===== config.mk =====
export PLATFORM = sky130hd
export DESIGN_NAME = shift_register_sipo
export DESIGN_NICKNAME = d
export VERILOG_FILES = /design/src/rtl/shift_register_sipo.sv
export SDC_FILE = /design/constraint.sdc
export NUM_CORES = 1
export LEC_CHECK = 0
export BUFFER_PORTS_ARGS = -buffer_cell sky130_fd_sc_hd__buf_4
export CORE_MARGIN = 4
export CORE_UTILIZATION = 44
export DETAILED_ROUTE_END_ITERATION = 8
export GPL_TIMING_DRIVEN = 0
export HOLD_SLACK_MARGIN = 0.03
export PLACE_DENSITY = 0.71
export SLEW_MARGIN = 20
export SYNTH_ARGS = -nofsm -noshare
export SYNTH_HDL_FRONTEND = slang
export SYNTH_SLANG_ARGS = --single-unit
export TNS_END_PERCENT = 1

===== constraint.sdc =====
create_clock -name clk -period 1.2 [get_ports clk]
set_input_delay 0 -clock clk [delete_from_list [all_inputs] [get_ports clk]]
set_output_delay 0 -clock clk [all_outputs]
set_load 0.01 [all_outputs]

===== src/rtl/shift_register_sipo.sv =====
// shift_register_sipo: MSB-first serial-in, parallel-out receiver with a one-word holding register.
// Latency: parallel_out/out_valid update one edge after the last strobed bit of a frame.
// Backpressure: a word completing while the holder is full and out_ready=0 is dropped and sets sticky overrun.
// Optional even-parity check compiled in with `define SIPO_PARITY_CHECK_EN.
module shift_register_sipo #(
  parameter int WIDTH = 4
) (
  input  logic             clk,
  input  logic             reset,
  input  logic             serial_in,
  input  logic             serial_en,
  input  logic             sof,
  output logic [WIDTH-1:0] parallel_out,
  output logic             out_valid,
  input  logic             out_ready,
  output logic             overrun,
  input  logic             clear_overrun,
  output logic             parity_err
);

  localparam int CW = $clog2(WIDTH + 1);
  localparam logic [CW-1:0] LAST = CW'(WIDTH - 1);

`ifdef SIPO_PARITY_CHECK_EN
  typedef enum logic [1:0] {IDLE, SHIFT, PARITY} state_t;
`else
  typedef enum logic {IDLE, SHIFT} state_t;
`endif

  state_t           state;
  logic [CW-1:0]    bit_cnt;
  logic [WIDTH-1:0] shift_reg;
  logic [WIDTH-1:0] next_word;
  logic [WIDTH-1:0] commit_word;
  logic             take_last;
  logic             commit;
  logic             drop;

  // Shift path view of the register after taking the current bit.
  assign next_word = {shift_reg[WIDTH-2:0], serial_in};

  // The data bit that completes a word; a sof bit always restarts instead.
  assign take_last = serial_en && !sof && (state == SHIFT) && (bit_cnt == LAST);

`ifdef SIPO_PARITY_CHECK_EN
  logic par_bit;
  logic par_fail;
  // In PARITY the data word sits untouched in shift_reg; the strobed bit is the parity bit.
  assign par_bit     = serial_en && !sof && (state == PARITY);
  assign par_fail    = par_bit && (^{shift_reg, serial_in});
  assign commit      = par_bit && !par_fail;
  assign commit_word = shift_reg;
`else
  assign commit      = take_last;
  assign commit_word = next_word;
`endif

  // A completed word is lost only when the holder is full and not being drained this cycle.
  assign drop = commit && out_valid && !out_ready;

  // Frame FSM: sof restarts from any state, non-sof bits only count while a word is open.
  always_ff @(posedge clk) begin
    if (reset) begin
      state     <= IDLE;
      bit_cnt   <= '0;
      shift_reg <= '0;
    end else if (serial_en) begin
      if (sof) begin
        state     <= SHIFT;
        bit_cnt   <= CW'(1);
        shift_reg <= next_word;
      end else begin
        case (state)
          SHIFT: begin
            shift_reg <= next_word;
            bit_cnt   <= bit_cnt + CW'(1);
            if (take_last) begin
`ifdef SIPO_PARITY_CHECK_EN
              state <= PARITY;
`else
              state <= IDLE;
`endif
            end
          end
`ifdef SIPO_PARITY_CHECK_EN
          PARITY: state <= IDLE;
`endif
          default: ;
        endcase
      end
    end
  end

  // Holding register and valid/ready port; a simultaneous drain makes room for the new word.
  always_ff @(posedge clk) begin
    if (reset) begin
      parallel_out <= '0;
      out_valid    <= 1'b0;
    end else if (commit && !drop) begin
      parallel_out <= commit_word;
      out_valid    <= 1'b1;
    end else if (!commit && out_valid && out_ready) begin
      out_valid <= 1'b0;
    end
  end

  // Sticky overrun; a new drop beats a clear in the same cycle.
  always_ff @(posedge clk) begin
    if (reset) begin
      overrun <= 1'b0;
    end else if (drop) begin
      overrun <= 1'b1;
    end else if (clear_overrun) begin
      overrun <= 1'b0;
    end
  end

`ifdef SIPO_PARITY_CHECK_EN
  // One-cycle pulse following a parity bit that fails the even-parity rule.
  always_ff @(posedge clk) begin
    if (reset) begin
      parity_err <= 1'b0;
    end else begin
      parity_err <= par_fail;
    end
  end
`else
  assign parity_err = 1'b0;
`endif

endmodule


==> reports/qor.csv <==
stage,metric,value,unit
outcome,run_status,finished clean,
routing,wire_per_inst,11.6,microns
logic_synthesis,postSynthAreaPerCell,9.84,sq um
layout,postLayoutCellArea,802,sq um
clock_network,cts_sinks,13,
place,dp.cells,84,
layout,layoutNonFillerInstCount,95,
setup_path,regToRegSetupSlack,0.06,ns
power_and_ir_drop,p_leak,0.358,nW
setup_path,slowest_stage,dfxtp_2,
layout,register_area,264,sq um
job,cap_viol_max_count,0,
routing,drt_wl_total,1100,microns
sta,skew,0.00455,ns
logic_synthesis,synth_flop_cell,dfxtp_1,
sta,whs,0.0623,ns
die,die_w,44.0,microns
place,gp_congestion,0.706,
place,portBuffers,12,
sta,hold_viol_final,0,
die,start_util,49.4,%
setup_path,r2r_end,parallel_out[0],
logic_synthesis,netlist_instances,58,
clock_network,clockBufferDepth,2,
power_and_ir_drop,peakVddDrop,0.792,mV
layout,largest_reg_flops,4,
power_and_ir_drop,total_power,803,uW
logic_synthesis,yosys.area.top_type,dfxtp_1,
clock_network,clk_pin_slew,0.08,ns
global_route,grt_overflow_total,0,
global_route,globalRouteTotalUtil,12.8,%
routing,drt-initial-drc-count,1,
power_and_ir_drop,power_density,1000,nW/um^2
die,num_rows,12,
global_route,grt_pass1_vias,407,
setup_path,critPathKind,register to register,
die,ioPinCount,14,
logic_synthesis,postSynth.asyncResetShare,0,%
routing,vias_per_cell,4.75,
logic_synthesis,yosysWarningCount,0,
setup_path,max_stage_delay,0.36,ns
logic_synthesis,ys_ff_latch,13,
sta,max_freq,0.874,GHz
worst_hold_path,min_from,out_ready,
routing,ant_nets,0,
logic_synthesis,synth_nets,67,
worst_hold_path,min_path_cells,4,
routing,dr_total_vias,451,
sta,finalCritPeriodShare,95.3,%
clock_network,insertion_delay,0.28,ns
worst_hold_path,hold-path-endpoint,out_valid,
global_route,grt_pass1_wl,1750,microns
place,postPlaceCellArea,681,sq um
logic_synthesis,synth_top_area_share,45.6,%
logic_synthesis,synthTopCellsByArea,"dfxtp_1, mux2i_1, nand2b_1",
sta,period_minus_slack,1.14,ns
die,core-area,1160,sq um
layout,drive_above_1_share,33.3,%
logic_synthesis,synth-edff-count,0,
place,dp_hpwl,667,microns
die,die-area,1940,sq um
global_route,grt_max_degree,11,
setup_path,crit_path_end_kind,register,
setup_path,crit_arrival,1.36,ns
logic_synthesis,yosysSeqAreaShare,45.6,%
setup_path,crit_required,1.41,ns
layout,finish.utilization,69.4,%
clock_network,cts_buffers,3,
setup_path,worstPathCellList,"ha_4, ha_4, and3b_2, mux2i_1",
worst_hold_path,hp-class,input pin to register,
logic_synthesis,yosysUniqueCellTypes,18,
setup_path,start_kind,register,
layout,diodes,0,
sta,setup_viol,0,
logic_synthesis,netlist_area,571,sq um
setup_path,timing.critical_path.mode_cell,ha_4,
layout,area_growth,40.6,%
clock_network,cts_tree,done,
layout,nets,91,
layout,multi_input_area,292,sq um
die,die_y,44.0,microns
setup_path,critPathMaxFanout,4,
routing,drc,0,
clock_network,root_buffer,clkbuf_4,
routing,dr.pass1.iters,4,
setup_path,r2r_start,bit_cnt[1],
setup_path,r2r_cells,4,
layout,fillCellCount,97,
clock_network,htree_levels,1,
sta,finalMaxSlewViolations,0,
global_route,antenna_found_initial,0,
final cells by class:
cell class,count,share of cell area [%]
Multi-Input combinational cell,38,36.3
Sequential cell,13,32.9
Timing Repair Buffer,20,21.1
Clock buffer,4,3.28
Buffer,3,2.81
Tap cell,14,2.18
Inverter,3,1.40
synthesized netlist by cell type (2+ instances only):
master / count
buf_6: 2
nand2b_1: 8
dfxtp_1: 13
mux2i_1: 7
nor2_1: 8
and3b_1: 2
inv_1: 3
nor2b_1: 2
a22oi_1: 3
ha_1: 2
cell families (layout without fill, tap and decap cells):
family / count (synthesis) / in the layout / synth area share [%]
compound gates: 7 / 7 / 9.21
fa+ha+maj: 2 / 2 / 4.39
other cells: 1 / 1 / 0.657
flops: 13 / 13 / 45.6
buf+inv: 7 / 30 / 7.89
mux: 7 / 7 / 12.3
simple gates: 21 / 21 / 20.0
where the power goes:
part	switching, mW	total (mW)	internal, mW
Sequential	0.00740	0.448	0.441
Clock	0.142	0.271	0.129
Combinational	0.0322	0.0843	0.0522
Total	0.181	0.803	0.622
routing by layer:
layer	wire length, microns	global-route usage, %	part of all wire, %
met1	514	16.2	47
met2	503	16.9	46
met3	61	6.10	5.6
met4	19	9.04	1.7
met5	0	0	0
worst max-delay path by stage:
stage / start / to / slack [ns] / cells past startpoint
after floorplan: bit_cnt[0] / parallel_out[0] / 0.01 / 5
final: bit_cnt[1] / parallel_out[0] / 0.06 / 4
after CTS: state / parallel_out[0] / 0.008 / 4
after global routing: bit_cnt[1] / parallel_out[0] / -0.01 / 4
after detailed placement: bit_cnt[0] / parallel_out[1] / -0.05 / 5
after global placement: bit_cnt[0] / parallel_out[0] / -0.04 / 5
cells in the final DEF, fill, tap and decap left out:
cell type,n
buf_4,15
dfxtp_1,10
nor2_1,8
nand2b_1,8
mux2i_1,7
dlygate4sd3_1,4
inv_1,3
a22oi_1,3
dfxtp_2,3
clkbuf_4,3
buf_6,2
nor2b_1,2
clkbuf_1,2
ha_4,2
and3b_1,1
o21ai_2,1
a211oi_1,1
and3b_2,1
nand2_1,1
a21oi_1,1
a32oi_1,1
conb_1,1
dlymetal6s4s_1,1
timing repair:
action	in CTS	in global routing
endpoints found under the setup margin	4	6
pin swaps	2	6
setup buffers	2	1
hold buffers	5	0
gates resized for setup	2	7
hold endpoints to repair	6	0
cloned	0	0
through the flow:
stage	setup slack, ns	setup TNS (ns)
2_1_floorplan	0.00983	0
3_5_place_dp	-0.0477	-0.175
5_1_grt	-0.0142	-0.0254
3_3_place_gp	-0.0434	-0.151
6_report	0.0565	0
4_1_cts	0.00772	0
worst max-delay path, delay by kind of cell, from the launching register on:
family | cells | cell delay (ns)
flip-flops | 1 | 0.36
multiplexers | 1 | 0.19
AND/OR/NAND/NOR | 1 | 0.26
adder cells (fa/ha/maj) | 2 | 0.27
Power figures use the tool's default switching activity.
